File: src/rtl/rle_pkg.sv
`default_nettype none
// ============================================================================
// Module      : rle_pkg
// Description : Shared RLE types and constants (escape code, FSM states, byte).
// Revision    : 1.0 - initial release
// ============================================================================
package rle_pkg;

    typedef logic [7:0] rle_byte_t;

    localparam rle_byte_t ESC = 8'h1B;

    typedef enum logic [1:0] {
        LIT     = 2'd0,
        GOT_ESC = 2'd1,
        GOT_CNT = 2'd2,
        EXPAND  = 2'd3
    } rle_state_e;

endpackage : rle_pkg
`default_nettype wire

File: src/rtl/rle_decoder_if.sv
`default_nettype none
// ============================================================================
// Module      : rle_decoder_if
// Description : Encoded-byte input and decoded-byte output handshake bundle.
// Revision    : 1.0 - initial release
// ============================================================================
interface rle_decoder_if;
    import rle_pkg::*;

    rle_byte_t Data_In;
    logic      Data_valid_in;
    logic      in_ready;
    rle_byte_t Data_out;
    logic      Data_valid;
    logic      out_ready;
    logic      overflow;
    logic      err;

    modport master (
        output Data_In, Data_valid_in, out_ready,
        input  in_ready, Data_out, Data_valid, overflow, err
    );

    modport slave (
        input  Data_In, Data_valid_in, out_ready,
        output in_ready, Data_out, Data_valid, overflow, err
    );

endinterface : rle_decoder_if
`default_nettype wire

File: src/rtl/rle_byte_fifo.sv
`default_nettype none
// ============================================================================
// Module      : rle_byte_fifo
// Description : Single-clock byte FIFO, fall-through read, async reset.
// Revision    : 1.0 - initial release
// ============================================================================
module rle_byte_fifo
    import rle_pkg::*;
#(
    parameter int DEPTH = 8
) (
    input  wire       clk,
    input  wire       rst,
    input  wire       push_i,
    input  wire       pop_i,
    input  rle_byte_t din_i,
    output rle_byte_t dout_o,
    output logic      full_o,
    output logic      empty_o
);

    localparam int           AW      = $clog2(DEPTH);
    localparam logic [AW:0]  PTR_ONE = {{AW{1'b0}}, 1'b1};

    rle_byte_t   mem_q [DEPTH];
    logic [AW:0] wr_ptr_q;
    logic [AW:0] rd_ptr_q;
    logic        do_push;
    logic        do_pop;

    // Extra MSB on each pointer tells full apart from empty.
    assign empty_o = (wr_ptr_q == rd_ptr_q);
    assign full_o  = (wr_ptr_q[AW] != rd_ptr_q[AW]) &&
                     (wr_ptr_q[AW-1:0] == rd_ptr_q[AW-1:0]);
    assign dout_o  = mem_q[rd_ptr_q[AW-1:0]];

    assign do_pop  = pop_i && !empty_o;
    assign do_push = push_i && (!full_o || do_pop);

    always_ff @(posedge clk or posedge rst) begin
        if (rst) begin
            wr_ptr_q <= '0;
            rd_ptr_q <= '0;
        end else begin
            if (do_push) wr_ptr_q <= wr_ptr_q + PTR_ONE;
            if (do_pop)  rd_ptr_q <= rd_ptr_q + PTR_ONE;
        end
    end

    always_ff @(posedge clk) begin
        if (do_push) mem_q[wr_ptr_q[AW-1:0]] <= din_i;
    end

endmodule : rle_byte_fifo
`default_nettype wire

File: src/rtl/rle_decoder.sv
`default_nettype none
// ============================================================================
// Module      : rle_decoder
// Description : Expands literal bytes and ESC,count,data triples into bytes.
//               Optional count-0/count-2 error flag: RLE_DEC_ERR_CHECK_EN.
// Revision    : 1.0 - initial release
// ============================================================================
module rle_decoder #(
    parameter int         DEPTH = 8,
    parameter logic [7:0] ESC   = 8'h1B
) (
    input  wire           data_clock,
    input  wire           reset,
    rle_decoder_if.slave  bus
);
    import rle_pkg::*;

    rle_state_e state_q, state_d;
    rle_byte_t  data_out_q, data_out_d;
    logic       valid_q, valid_d;
    rle_byte_t  run_cnt_q, run_cnt_d;
    rle_byte_t  run_data_q, run_data_d;
    logic       overflow_q, overflow_d;

    logic       fifo_push;
    logic       fifo_pop;
    logic       fifo_full;
    logic       fifo_empty;
    rle_byte_t  fifo_dout;
    logic       out_free;
    logic       can_pop;

    assign out_free = !valid_q || bus.out_ready;
    assign can_pop  = !fifo_empty && out_free;

    // A full FIFO still takes a byte when a pop frees a slot on the same edge.
    assign fifo_push  = bus.Data_valid_in && (!fifo_full || fifo_pop);
    assign overflow_d = overflow_q | (bus.Data_valid_in && fifo_full && !fifo_pop);

    rle_byte_fifo #(.DEPTH(DEPTH)) u_fifo (
        .clk     (data_clock),
        .rst     (reset),
        .push_i  (fifo_push),
        .pop_i   (fifo_pop),
        .din_i   (bus.Data_In),
        .dout_o  (fifo_dout),
        .full_o  (fifo_full),
        .empty_o (fifo_empty)
    );

`ifdef RLE_DEC_ERR_CHECK_EN
    logic err_q, err_d;
`endif

    always_comb begin
        state_d    = state_q;
        data_out_d = data_out_q;
        valid_d    = valid_q;
        run_cnt_d  = run_cnt_q;
        run_data_d = run_data_q;
        fifo_pop   = 1'b0;
`ifdef RLE_DEC_ERR_CHECK_EN
        err_d      = err_q;
`endif
        if (valid_q && bus.out_ready) valid_d = 1'b0;

        case (state_q)
            LIT: begin
                if (can_pop) begin
                    fifo_pop = 1'b1;
                    if (fifo_dout == ESC) begin
                        state_d = GOT_ESC;
                    end else begin
                        data_out_d = fifo_dout;
                        valid_d    = 1'b1;
                    end
                end
            end
            GOT_ESC: begin
                if (can_pop) begin
                    fifo_pop  = 1'b1;
                    run_cnt_d = fifo_dout;
                    state_d   = GOT_CNT;
                end
            end
            GOT_CNT: begin
                if (can_pop) begin
                    fifo_pop   = 1'b1;
                    run_data_d = fifo_dout;
`ifdef RLE_DEC_ERR_CHECK_EN
                    if (run_cnt_q == 8'd0 || run_cnt_q == 8'd2) err_d = 1'b1;
`endif
                    // First copy leaves with the data byte; run_cnt tracks the rest.
                    if (run_cnt_q == 8'd0) begin
                        state_d = LIT;
                    end else begin
                        data_out_d = fifo_dout;
                        valid_d    = 1'b1;
                        run_cnt_d  = run_cnt_q - 8'd1;
                        state_d    = (run_cnt_q == 8'd1) ? LIT : EXPAND;
                    end
                end
            end
            EXPAND: begin
                if (out_free) begin
                    data_out_d = run_data_q;
                    valid_d    = 1'b1;
                    run_cnt_d  = run_cnt_q - 8'd1;
                    if (run_cnt_q == 8'd1) state_d = LIT;
                end
            end
            default: state_d = LIT;
        endcase
    end

    always_ff @(posedge data_clock or posedge reset) begin
        if (reset) begin
            state_q    <= LIT;
            data_out_q <= '0;
            valid_q    <= 1'b0;
            run_cnt_q  <= '0;
            run_data_q <= '0;
            overflow_q <= 1'b0;
        end else begin
            state_q    <= state_d;
            data_out_q <= data_out_d;
            valid_q    <= valid_d;
            run_cnt_q  <= run_cnt_d;
            run_data_q <= run_data_d;
            overflow_q <= overflow_d;
        end
    end

`ifdef RLE_DEC_ERR_CHECK_EN
    always_ff @(posedge data_clock or posedge reset) begin
        if (reset) err_q <= 1'b0;
        else       err_q <= err_d;
    end
    assign bus.err = err_q;
`else
    assign bus.err = 1'b0;
`endif

    assign bus.in_ready   = !fifo_full;
    assign bus.Data_out   = data_out_q;
    assign bus.Data_valid = valid_q;
    assign bus.overflow   = overflow_q;

endmodule : rle_decoder
`default_nettype wire
File: src/flat_wrapper.sv
// flat-port wrapper written by rule: the top's interface ports become plain ports
module rle_decoder_flat import rle_pkg::*;
#(
    parameter int         DEPTH = 8,
    parameter logic [7:0] ESC   = 8'h1B
)
  (data_clock, reset, bus_Data_In, bus_Data_valid_in, bus_out_ready, bus_in_ready, bus_Data_out, bus_Data_valid, bus_overflow, bus_err);
  rle_decoder_if bus_i ();
  input  wire data_clock;
  input  wire reset;
  input wire logic [$bits(bus_i.Data_In)-1:0] bus_Data_In;
  input wire logic [$bits(bus_i.Data_valid_in)-1:0] bus_Data_valid_in;
  input wire logic [$bits(bus_i.out_ready)-1:0] bus_out_ready;
  output wire logic [$bits(bus_i.in_ready)-1:0] bus_in_ready;
  output wire logic [$bits(bus_i.Data_out)-1:0] bus_Data_out;
  output wire logic [$bits(bus_i.Data_valid)-1:0] bus_Data_valid;
  output wire logic [$bits(bus_i.overflow)-1:0] bus_overflow;
  output wire logic [$bits(bus_i.err)-1:0] bus_err;
  assign bus_i.Data_In = bus_Data_In;
  assign bus_i.Data_valid_in = bus_Data_valid_in;
  assign bus_i.out_ready = bus_out_ready;
  assign bus_in_ready = bus_i.in_ready;
  assign bus_Data_out = bus_i.Data_out;
  assign bus_Data_valid = bus_i.Data_valid;
  assign bus_overflow = bus_i.overflow;
  assign bus_err = bus_i.err;
  rle_decoder #(.DEPTH(DEPTH), .ESC(ESC)) u_core (.data_clock(data_clock), .reset(reset), .bus(bus_i));
endmodule
File: config.mk
export PLATFORM = sky130hd
export DESIGN_NAME = rle_decoder_flat
export DESIGN_NICKNAME = d
export VERILOG_FILES = /design/src/rtl/rle_pkg.sv /design/src/rtl/rle_decoder_if.sv /design/src/rtl/rle_byte_fifo.sv /design/src/rtl/rle_decoder.sv /design/src/flat_wrapper.sv
export SDC_FILE = /design/constraint.sdc
export NUM_CORES = 1
export LEC_CHECK = 0
export BUFFER_PORTS_ARGS = -buffer_cell sky130_fd_sc_hd__buf_2
export CAP_MARGIN = 25
export CORE_UTILIZATION = 48
export CTS_BUF_LIST = sky130_fd_sc_hd__clkbuf_8
export DETAILED_ROUTE_END_ITERATION = 8
export MAX_ROUTING_LAYER = met4
export PLACE_DENSITY = 0.68
export SETUP_SLACK_MARGIN = 0.02
export SKIP_CTS_REPAIR_TIMING = 1
export SYNTH_ARGS = -nofsm -noshare
export SYNTH_HDL_FRONTEND = slang
export SYNTH_SLANG_ARGS = --single-unit
File: constraint.sdc
create_clock -name data_clock -period 6.5 [get_ports data_clock]
set_clock_uncertainty 0.05 [all_clocks]
set_input_delay 0.325 -clock data_clock [delete_from_list [all_inputs] [get_ports data_clock]]
set_output_delay 0.325 -clock data_clock [all_outputs]
set_load 0.005 [all_outputs]
# == Word level (Yosys, flattened, before mapping) ==
# Memory sizes are Yosys's and may differ from the RTL's.
# Cells that the tools add are included.
# word_totals
ff_bits,36
ramBits,64
input_bits,12
out_inout_bits,12
elab_cells,84
mem_count,1
# memory_table
memory,words,width,read_ports,rd_ports_with_merged_regs,write_ports,line_no,source
u_core.u_fifo.mem_q,8,8,1,0,1,rle_byte_fifo.sv:25,rle_byte_t mem_q [DEPTH];
# op_classes
addsub,3
n_eq_ne,16
mux,31
bitwise,1
reduce_logical,24
# op_table
cell,n
$mux 8,9
$pmux 8 s3,2
$mux 2,8
$ne 2x1->1 const B,6
$reduce_and 6->1,2
$mux 1,10
$add 4x1->4 const B,2
$eq 8x1->1 const B,1
$eq 8x5->1 const B,1
$logic_and 1x1->1,8
$logic_not 8->1,1
$pmux 2 s4,1
$sub 8x1->8 const B,1
$reduce_bool 3->1,2
$reduce_and 5->1,1
$eq 2x2->1 const B,2
$eq 4x4->1,1
$logic_not 1->1,4
$ne 2x2->1 const B,2
$eq 3x3->1,1
$logic_or 1x1->1,3
$pmux 1 s3,1
$reduce_or 3->1,1
$eq 2x1->1 const B,1
4 further kinds,4

# == Longest topological paths before layout ==
# depth
ltp_word,10
mapped_depth,7
ltp_nobuf,6

# == Modules after synthesis ==
# From an unflattened synthesis, not the netlist that was laid out.
# hier_totals
hier_cells,309
area_unflattened_um2,4568.1
# by_module_without_submodules
mod,n_inst,cells_per_inst,area_per_inst_um2,seq_area_each_um2
rle_byte_fifo,1,151,2977.9,2122.0
rle_decoder,1,158,1590.3,700.7

# == Least setup slack after synthesis ==
# No wires, ideal clock.
# synth_path
path_kind,flip-flop to flip-flop
start,reg u_core.u_fifo.rd_ptr_q[0]
end,reg u_core.data_out_q[0] (netlist: u_core.bus.Data_out[0])
setup_ns,0.125
t_arrival_ns,2.642
t_required_ns,6.325
slack_ns,3.684
stages_incl_launch_ff,7
path_buffers,1
synth_period_minus_slack_ns,2.816
cell_sequence,dfrtp_1 -> buf_6 -> mux4_1 -> mux2_2 -> or4b_4 -> o31ai_4 -> mux2_2
# synth_via
elab_chain_len,5
elab_cells_between_ends,14
cone_classes,5 x eq/ne; 5 x mux; 3 x reduce/logical; 1 x memory
# synth_rtl
item,line_no,source
start: declaration,rle_byte_fifo.sv:27,logic [AW:0] rd_ptr_q;
start signal: assignment,rle_byte_fifo.sv:46,if (do_pop) rd_ptr_q <= rd_ptr_q + PTR_ONE;
branches (longest 5 deep; another with $mem_v2 8x8),n/a,
end signal: assignment,rle_decoder.sv:126,data_out_q <= data_out_d;
end: declaration,rle_decoder.sv:19,"rle_byte_t data_out_q, data_out_d;"
# Several ways; the timed one is not identified. The select of a mux whose other input is x is not followed.
# A chain may end at the register's enable or synchronous reset.

# == Final worst setup path ==
# layout_path
start,reg u_core.u_fifo.rd_ptr_q[0]
end,reg u_core.data_out_q[4] (netlist: u_core.bus.Data_out[4])
# The elaborated chain is that of the path after synthesis.

==> results.ini <==
[outcome]
status=finished with violations
violations=negative hold slack

[global_routing]
grt_max_degree=37
globalRouteTotalUtil_pct=19.1
antenna_found_initial=0
grt-ovfl-total=0
grt_pass1_wl_um=13200
grt_pass1_vias=2508

[synthesis]
ys_ff_latch=100
synth_edf_count=64
syn_avg_cell_area_sq_um=14.7
yosysWarnings=0
ys_seq_area_share_pct=63.1
syn_inst=305
async_reset_ff_share_pct=36.0
synth-main-ff-cell=edfxtp_1
synthesis.nets=322
netlist-cell-type-count=48
syn_area_sq_um=4480

[pwr]
p_clk_share_pct=17.1
ir_drop_mv=0.160
intPower_uw=1430
p_leak_uw=0.00180
power_switching_uw=880
combinationalPowerShare_pct=37.5
power_density_nw_per_um2=473
sw_frac_of_total_pct=38.2
power_frac_seq_pct=45.4

[clocking]
numCtsBuffers=9
cts-root-buf=clkbuf_8
htree_levels=3
clk_path_buf_depth=2
clkSlewWorstSetupHoldPaths_ns=0.10
clk_latency_ns=0.38
cts_tree=built
clock-sinks=100

[layout]
fin_util_pct=54.8
areaGrowthSynthToFinish_pct=8.80
layout.nets=341
n_antenna_cell=0
layout_common_cells=edfxtp_1, dfrtp_1, nand2_1
drive_above_1_share_pct=19.1
final_common_cell=edfxtp_1

[floorplanning]
num_io_pins=24
fp.coreArea_sq_um=8890
start_util_pct=50.4
die_height_um=98.6
rows=34
die_width_um=98.6
dieArea_sq_um=9720

[sta]
post-route-min-period_ns=3.53
worstMarginPinSlew_ns=0.948
drv_slew=0
relSlewSlack_pct=36.8
finalSetupViolations=0
hold_violations=17
rsz0062_at_grt=false
period_share_pct=54.2
setup_tns_ns=0
hold_slack_ns=-0.00518
max_freq_mhz=284

[route]
vias_per_cell=5.88
totalWireLength_um=8210
drt_iter0_markers=181
vias=2569
antenna_left=0
drc=0
drtPass1Iterations=5
wire_per_inst_um=18.8

[job]
drv_cap=0

[critical_path]
cp_max_fo=20
worst_setup_path_end_kind=flop
worstSetupStartpointType=flop
crit_arrival_ns=3.74
cp.required_ns=6.71
crit_type=flop to flop

[placement]
portBuffers=22
hpwl_um=5310
finalWeightedCongestion=0.818

[worst_hold_path]
hold_class=input pin to async pin

[path summary, 6_finish.rpt]
path / from / to / slack [ns] / cells past startpoint
min reg2reg: u_core.bus.overflow / u_core.bus.overflow / 0.43 / 1
min in group data_clock: bus_Data_valid_in / u_core.bus.overflow / 0.15 / 3
max reg2reg: u_core.u_fifo.rd_ptr_q[0] / u_core.bus.Data_out[4] / 2.97 / 5
max: u_core.u_fifo.rd_ptr_q[0] / u_core.bus.Data_out[4] / 2.97 / 5
max in group asynchronous: reset / u_core.state_q[0] / 6.06 / 3
min: reset / u_core.run_data_q[1] / -0.005 / 3
[sequential cells by signal (all words and copies together) (netlist names)]
register,cells
u_core.bus.Data_valid,1
u_core.bus.Data_out,8
u_core.u_fifo.wr_ptr_q,4
u_core.run_data_q,8
u_core.u_fifo.mem_q,64
u_core.run_cnt_q,8
u_core.u_fifo.rd_ptr_q,4
u_core.bus.overflow,1
u_core.state_q,2
[cell usage after synthesis (2+ instances only)]
master	n	area (sq um)
a21oi_1	13	65.1
nand2_1	28	105
dfrtp_1	36	901
mux4_1	16	420
clkbuf_1	9	33.8
o2bb2ai_1	4	35.0
nor2b_1	2	12.5
mux2_2	15	169
a221oi_1	4	35.0
buf_2	4	20.0
mux2i_1	7	70.1
nor4_1	3	18.8
nand2b_1	3	18.8
nor3_1	8	40.0
nand4_1	5	31.3
nand3_1	5	25.0
nor2_1	14	52.6
ha_1	5	62.6
buf_1	2	7.51
xnor2_1	4	35.0
xor2_1	7	61.3
edfxtp_1	64	1920
o21ai_0	12	60.1
inv_1	7	26.3
a2bb2oi_1	4	35.0
o22ai_1	2	12.5
[critical path, stage by stage (launching register included)]
cell and delay [ns]:
dfrtp_1 0.98, mux4_1 0.65, mux2_2 0.31, or4b_4 0.57
o31ai_4 0.47, mux2_2 0.39
[layout make-up]
| cell class | instances | area [sq um] |
|---|---|---|
| multi-input cells | 179 | 1550 |
| fillers | 711 | 4020 |
| repair buffers | 26 | 140 |
| clock buffers | 9 | 124 |
| well taps | 108 | 135 |
| clock inverters | 7 | 73.8 |
| flip-flops and latches | 100 | 2820 |
| inverters | 8 | 30.0 |
[power by group through the flow]
stage	logic, uW	registers [uW]	clock network [uW]
after floorplan	764	934	0
after global placement	848	1060	0
after detailed placement	864	1060	0
after CTS	865	1050	404
after global routing	951	1080	424
final	864	1050	395
[metal layers]
metal  global-route usage (%)  vias to the layer above  routed length [um]
met5                        -                        -                   0
li1                         -                     1211                   -
met3                     3.83                       21                 301
met2                     29.2                       70                3950
met4                     9.53                        0                 250
met1                     24.5                     1267                3710
[metrics by stage]
stage               worst slack, ns  hold WS, ns  instances  total power, uW  cell area (sq um)
finish                         2.97     -0.00518        437             2310               4870
global route                   2.77       0.0281        437             2460               4870
CTS                            2.94     -0.00107        437             2320               4870
detailed placement             2.94        0.414        421             1930               4670
global placement               3.02        0.406        421             1900               4670
floorplan                      3.68        0.374        305             1700               4480
[cells by family (layout without fill, tap and decap cells)]
logic type / count (synthesis) / after routing / share of synthesized area (%)
multiplexers: 38 / 38 / 14.7
AO/OA/AOI/OAI: 50 / 50 / 7.71
adder cells (fa/ha/maj): 5 / 5 / 1.40
other: 1 / 1 / 0.0838
flip-flops: 100 / 100 / 63.1
XOR/XNOR: 11 / 11 / 2.15
buffers and inverters: 26 / 50 / 2.91
AND/OR/NAND/NOR: 74 / 74 / 7.97
Power figures use the tool's default switching activity.
